$ cat config.mk
export PLATFORM = sky130hd
export DESIGN_NAME = tick_scheduler_flat
export DESIGN_NICKNAME = d
export VERILOG_FILES = /design/src/rtl/tick_scheduler_if.sv /design/src/rtl/tick_scheduler.sv /design/src/flat_wrapper.sv
export SDC_FILE = /design/constraint.sdc
export NUM_CORES = 1
export LEC_CHECK = 0
export ABC_AREA = 1
export CORE_ASPECT_RATIO = 1.5
export CORE_MARGIN = 8
export CORE_UTILIZATION = 30
export DETAILED_ROUTE_END_ITERATION = 6
export DONT_BUFFER_PORTS = 1
export PLACE_DENSITY_LB_ADDON = 0.05
export SLEW_MARGIN = 10
export SYNTH_ARGS = -nofsm -noshare
export SYNTH_HDL_FRONTEND = slang
export SYNTH_SLANG_ARGS = --single-unit
$ cat constraint.sdc
create_clock -name clock -period 7 [get_ports clock]
set_input_delay 1.4 -clock clock [delete_from_list [all_inputs] [get_ports clock]]
set_output_delay 1.4 -clock clock [all_outputs]
set_load 0.01 [all_outputs]
$ cat src/rtl/tick_scheduler_if.sv
// Config port of tick_scheduler: valid/ready request carrying channel, period and enable.
interface tick_scheduler_if #(
    parameter int CH_W = 2,
    parameter int BITS = 8
);
    logic            cfg_valid;
    logic            cfg_ready;
    logic [CH_W-1:0] cfg_channel;
    logic [BITS-1:0] cfg_period;
    logic            cfg_enable;

    modport master (output cfg_valid, cfg_channel, cfg_period, cfg_enable, input cfg_ready);
    modport slave  (input cfg_valid, cfg_channel, cfg_period, cfg_enable, output cfg_ready);
endinterface

$ cat src/rtl/tick_scheduler.sv
// Shared prescaler driving per-channel tick strobes; tick is 1 cycle after prescale_tick; config stalls (cfg_ready=0)
// until the next prescaler boundary unless TICK_SCHEDULER_IMMEDIATE_EN is defined (then always ready, applies next edge).
module tick_scheduler #(
    parameter int CHANNELS      = 4,
    parameter int BITS          = 8,
    parameter int PRESCALE_BITS = 8
) (
    input  logic                clock,
    input  logic                reset,
    input  logic                enable,
    tick_scheduler_if.slave     cfg,
    output logic                prescale_tick,
    output logic [CHANNELS-1:0] tick,
    output logic                busy
);
    localparam int CH_W = (CHANNELS > 1) ? $clog2(CHANNELS) : 1;

    logic [PRESCALE_BITS-1:0] pcnt;
    logic                     wrap;

    logic            ready;
    logic            apply;
    logic [CH_W-1:0] ap_ch;
    logic [BITS-1:0] ap_per;
    logic            ap_en;

    logic [BITS-1:0]     period [CHANNELS];
    logic [BITS-1:0]     cnt    [CHANNELS];
    logic [CHANNELS-1:0] ch_en;

    assign wrap          = enable && (pcnt == '1);
    assign cfg.cfg_ready = ready;

    always_ff @(posedge clock or posedge reset) begin
        if (reset) begin
            pcnt          <= '0;
            prescale_tick <= 1'b0;
        end else begin
            if (enable) pcnt <= pcnt + PRESCALE_BITS'(1);
            prescale_tick <= wrap;
        end
    end

`ifdef TICK_SCHEDULER_IMMEDIATE_EN
    assign ready  = 1'b1;
    assign busy   = 1'b0;
    assign apply  = cfg.cfg_valid;
    assign ap_ch  = cfg.cfg_channel;
    assign ap_per = cfg.cfg_period;
    assign ap_en  = cfg.cfg_enable;
`else
    typedef enum logic {IDLE, PENDING} state_t;
    state_t state, state_nxt;

    always_ff @(posedge clock or posedge reset) begin
        if (reset) begin
            state  <= IDLE;
            ap_ch  <= '0;
            ap_per <= '0;
            ap_en  <= 1'b0;
        end else begin
            state <= state_nxt;
            if (state == IDLE && cfg.cfg_valid) begin
                ap_ch  <= cfg.cfg_channel;
                ap_per <= cfg.cfg_period;
                ap_en  <= cfg.cfg_enable;
            end
        end
    end

    // The shadow is only released on a prescaler boundary so no channel sees a runt period.
    always_comb begin
        state_nxt = state;
        ready     = 1'b0;
        busy      = 1'b0;
        apply     = 1'b0;
        case (state)
            IDLE: begin
                ready = 1'b1;
                if (cfg.cfg_valid) state_nxt = PENDING;
            end
            PENDING: begin
                busy = 1'b1;
                if (prescale_tick) begin
                    apply     = 1'b1;
                    state_nxt = IDLE;
                end
            end
            default: state_nxt = IDLE;
        endcase
    end
`endif

    // Expiry uses the old state; a coinciding update then overrides the reload value.
    always_ff @(posedge clock or posedge reset) begin
        if (reset) begin
            tick  <= '0;
            ch_en <= '0;
            for (int i = 0; i < CHANNELS; i++) begin
                period[i] <= '0;
                cnt[i]    <= '0;
            end
        end else begin
            tick <= '0;
            for (int i = 0; i < CHANNELS; i++) begin
                if (prescale_tick && ch_en[i]) begin
                    if (cnt[i] == '0) begin
                        tick[i] <= 1'b1;
                        cnt[i]  <= period[i];
                    end else begin
                        cnt[i] <= cnt[i] - BITS'(1);
                    end
                end
                if (apply && (int'(ap_ch) == i)) begin
                    period[i] <= ap_per;
                    cnt[i]    <= ap_per;
                    ch_en[i]  <= ap_en;
                end
            end
        end
    end
endmodule

$ cat src/flat_wrapper.sv
// flat-port wrapper written by rule: the top's interface ports become plain ports
module tick_scheduler_flat 
#(
    parameter int CHANNELS      = 4,
    parameter int BITS          = 8,
    parameter int PRESCALE_BITS = 8
)
  (clock, reset, enable, prescale_tick, tick, busy, cfg_cfg_valid, cfg_cfg_channel, cfg_cfg_period, cfg_cfg_enable, cfg_cfg_ready);
  tick_scheduler_if #(.CH_W((2)), .BITS(BITS)) cfg_i ();
  input  logic clock;
  input  logic reset;
  input  logic enable;
  output logic prescale_tick;
  output logic [CHANNELS-1:0] tick;
  output logic busy;
  input wire logic [$bits(cfg_i.cfg_valid)-1:0] cfg_cfg_valid;
  input wire logic [$bits(cfg_i.cfg_channel)-1:0] cfg_cfg_channel;
  input wire logic [$bits(cfg_i.cfg_period)-1:0] cfg_cfg_period;
  input wire logic [$bits(cfg_i.cfg_enable)-1:0] cfg_cfg_enable;
  output wire logic [$bits(cfg_i.cfg_ready)-1:0] cfg_cfg_ready;
  assign cfg_i.cfg_valid = cfg_cfg_valid;
  assign cfg_i.cfg_channel = cfg_cfg_channel;
  assign cfg_i.cfg_period = cfg_cfg_period;
  assign cfg_i.cfg_enable = cfg_cfg_enable;
  assign cfg_cfg_ready = cfg_i.cfg_ready;
  tick_scheduler #(.CHANNELS(CHANNELS), .BITS(BITS), .PRESCALE_BITS(PRESCALE_BITS)) u_core (.clock(clock), .reset(reset), .enable(enable), .cfg(cfg_i), .prescale_tick(prescale_tick), .tick(tick), .busy(busy));
endmodule
Yosys cells after proc, flatten, opt, wreduce, memory -nomap -nowiden
Cells that the tools add are included.

Add/sub/neg operators: 5. Equal/unequal tests: 4. Mux-type cells: 27. Bitwise operators: 1. Reductions and logical operators: 19.

Operator list (count): 2-to-1 mux 8 bit (12); logical NOT 8 bit (4); subtractor 8 x 1 -> 8 bit, second input constant (4); 2-to-1 mux 1 bit (14); logical AND 1 bit (10); adder 8 x 1 -> 8 bit, second input constant (1); == test 8 bit, second input constant (1); nonzero test 2 bit (4); == test 2 bit, second input constant (2); == test 2 x 1 -> 1 bit, second input constant (1); logical NOT 2 bit (1); one-hot mux 1 bit (2 select lines) (1); NOT 1 bit (1).

Flip-flop bits (word level): 93. Bits of input ports: 15. Output and inout port bits: 7. Word-level logic and storage cells: 75.

Logic depth before layout (Yosys ltp)
Depth after elaboration: 4. Depth in mapped cells: 10. Gate-level depth less buffers: 10.

Least setup slack after synthesis
No wires, ideal clock.

Path type: input -> register. From: input cfg_cfg_valid. To: register u_core.state. Data arrival time: 1.943 ns. Required time: 6.866 ns. Slack: 4.923 ns. Stages: 4. Buffers on the path: 2. Cell sequence: nand2_1 > buf_2 > buf_2 > o21ai_0.

Longest elaborated chain between the ends: 2.

RTL lines: start: declaration (line flat_wrapper.sv:16) `input wire logic [$bits(cfg_i.cfg_valid)-1:0] cfg_cfg_valid;`; 2-to-1 mux 1 bit (line tick_scheduler.sv:80) `if (cfg.cfg_valid) state_nxt = PENDING;`; one-hot mux 1 bit (2 select lines) (line tick_scheduler.sv:77) `case (state)`; via u_core.state_nxt (line tick_scheduler.sv:53) `state_t state, state_nxt;`; end signal: assignment (line tick_scheduler.sv:62) `state <= state_nxt;`; end: declaration (line tick_scheduler.sv:53).

The timed path passes the listed nets, and every way through them passes these cells. A chain may end at the register's enable or synchronous reset.

Worst setup path after layout
From: register u_core.prescale_tick. To: output prescale_tick.

RTL lines: start: declaration (line tick_scheduler.sv:12) `output logic prescale_tick,`; start signal: assignment (line tick_scheduler.sv:40) `prescale_tick <= wrap;`; end: declaration (line flat_wrapper.sv:13) `output logic prescale_tick;`.

No word-level cell between the ends.

==> results.ini <==
[floorplan]
die_x_um=120
start_util=0.304
core_area_sq_um=16000
dieArea_sq_um=20700
io_pins=22
die_height_um=172
rows=57

[power]
ir_drop_mv=0.113
totalPowerFinal_mw=1.06
p_leak_nw=2.88
p_per_area_nw_per_um2=200

[drt]
ant_nets=0
drt-total-wl_um=12400
drc=0
vias=3945
wl_per_cell_um=14.5
dr.pass1.iters=4
drtIter0Drc=221
viasPerCell=4.62

[clock_tree]
clk_pin_slew_worst_paths_ns=0.06
htree_num_levels=3
cts_resized=0
cts_sinks=93
cts_setup_buffers=0
cts_tree=done
insertion_delay_ns=0.34
clk_path_buf_depth=2
cts_buffers=9
cts_root_buf=clkbuf_16
ctsHoldBuffers=0

[sta]
timing.hold.ws_ns=0.474
relSlewSlack=0.525
timing.fmax_ghz=0.420
tightest_slew_ns=0.713
tns_ns=0
setup_viol=0
slew_violations=0
hold_viol=0
rsz0062_at_grt=no
skew_ns=0.00807
min_period_ns=2.38
period_share=0.340

[synthesis]
syn-instance-count=644
synthDistinctLibCells=27
synth_mux_area_frac=0.00694
synth_top_family_by_area=simple AND/OR/NAND/NOR gates
ys_warn_count=0
syn_area_per_cell_sq_um=7.56
syn_area_sq_um=4870
syn-num-nets=668
synth_top_area_share=0.478
synthTopCellsByArea=dfrtp_1 (48%), nand2_1 (14%), nor2_1 (6.7%)
postSynthRegisterBits=93
synth_compound_area_frac=0.0958
synthSimpleGateAreaFrac=0.296
synthAdderAreaFrac=0.0231
yosysSeqAreaShare=0.478
synth_xor_area_frac=0.0126
post-synth-top-area-cell=dfrtp_1

[global_route]
grt_pass1_wl_um=20900
grt_overflow=0
grt_use_total=0.128
grt_pass1_vias=4047
grt_max_degree=55
antenna_found_initial=0

[placement]
gp_congestion=0.818
numPortBuffers=0
hpwl_um=8990

[final_layout]
antenna-diode-count=0
multi_input_area_sq_um=2120
drive_above_1_share=0.0571
fin_nets=668
area_delta_synth_final_pct=9.25
fin_util=0.332
seqCellArea_sq_um=2330
fillers=1753

[min_path]
hp-class=register to register
hold_end=u_core.period[18]
min_from=u_core.period[18]
min_path_cells=2

[setup_path]
r2r_cells=7
cp_max_fo=7
reg2reg_slack_ns=5.16
worstSetupEndpointType=output port
crit_type=register to output port
startpoint_type=register
cp.required_ns=5.60
rr_startpoint=u_core.prescale_tick
reg2reg_to=u_core.cnt[19]
arrival_ns=0.98

[job]
maxCapViolations=0

[outcome]
status=completed

synth_stat cells:
master,number
a21o_1,1
nand2_2,3
o21bai_1,7
nand4_1,3
nor2_4,1
ha_1,9
and3_1,1
xor2_1,7
inv_2,3
buf_2,8
nand2_1,179
a21oi_1,21
o21ai_1,1
nor2_2,2
or2_2,1
inv_1,85
nor3b_1,1
dfrtp_1,93
inv_4,1
buf_6,4
clkinv_2,1
nand2_4,6
mux2_2,3
nor2_1,87
nand3_1,59
o21ai_0,48
o22ai_1,9
how the worst max path moves through the flow:
stage                              start              end  slack (ns)  cells after the start
CTS                 u_core.prescale_tick    prescale_tick        4.58                      0
detailed placement                 reset    u_core.cnt[6]        4.45                      2
floorplan                          reset  u_core.ap_ch[0]        3.18                      1
finish              u_core.prescale_tick    prescale_tick        4.62                      0
global placement                   reset    u_core.cnt[6]        4.47                      2
global route        u_core.prescale_tick    prescale_tick        4.57                      0
cells in the final DEF, fill, tap and decap left out, types with 3 or more instances in the layout:
cell type | netlist | layout
o21ai_0 | 48 | 48
xor2_1 | 7 | 7
nor2_1 | 87 | 87
inv_1 | 85 | 84
nand2_2 | 3 | 3
nand2_4 | 6 | 6
a21oi_1 | 21 | 21
dfrtp_1 | 93 | 93
o22ai_1 | 9 | 9
nand4_1 | 3 | 3
clkinv_2 | 1 | 3
nand3_1 | 59 | 59
inv_2 | 3 | 3
ha_1 | 9 | 9
mux2_2 | 3 | 3
o21bai_1 | 7 | 7
clkbuf_16 | 0 | 9
nand2_1 | 179 | 179
routing by layer:
metal	share of wire	GRT usage	wire, um
met5	0	0	0
met4	0.013	0.0431	158
met2	0.50	0.228	6240
met1	0.45	0.151	5610
met3	0.031	0.0248	385
registers in the layout, summed over array words and instances (netlist names):
| name | flops |
|---|---|
| u_core.ap_per | 8 |
| u_core.ch_en | 4 |
| u_core.ap_en | 1 |
| u_core.pcnt | 8 |
| u_core.prescale_tick | 1 |
| u_core.ap_ch | 2 |
| u_core.cnt | 32 |
| u_core.state | 1 |
| u_core.period | 32 |
| u_core.tick | 4 |
area by class of cell:
type	count	share of cell area
sequential	93	0.437
tap	206	0.0484
multi-input combinational	449	0.398
clock buffer	11	0.0456
inverter	90	0.0647
clock inverter	4	0.00470
timing repair buffer	1	0.00141
power breakdown:
part / internal, mW / switching (mW) / leakage (nW)
Combinational: 0.0179 / 0.0240 / 1.52
Sequential: 0.557 / 0.0170 / 1.24
Clock: 0.247 / 0.200 / 0.127
Total: 0.822 / 0.241 / 2.88
worst reg2reg max path, cell delays in order, from the launching register on:
cell	delay, ns
dfrtp_1	0.64
nand2_2	0.19
inv_4	0.14
nand2_4	0.16
nand2_2	0.25
nand2_1	0.08
nor2_1	0.18
a21oi_1	0.09
per-stage QoR:
stage          setup slack (ns)  cells  instance area, sq um
2_1_floorplan              3.18    644                  4870
3_3_place_gp               4.47    839                  5050
3_5_place_dp               4.45    839                  5050
4_1_cts                    4.58    854                  5320
5_1_grt                    4.57    854                  5320
6_report                   4.62    854                  5320
cell families after synthesis:
family	Yosys count
AOI/OAI and AO/OA	87
xor gates and xnor gates	7
adders and majority gates	9
buffers and inverters	102
DFF	93
muxes	3
and+or+nand+nor	343
No activity file was read; power rests on OpenSTA's default activity.
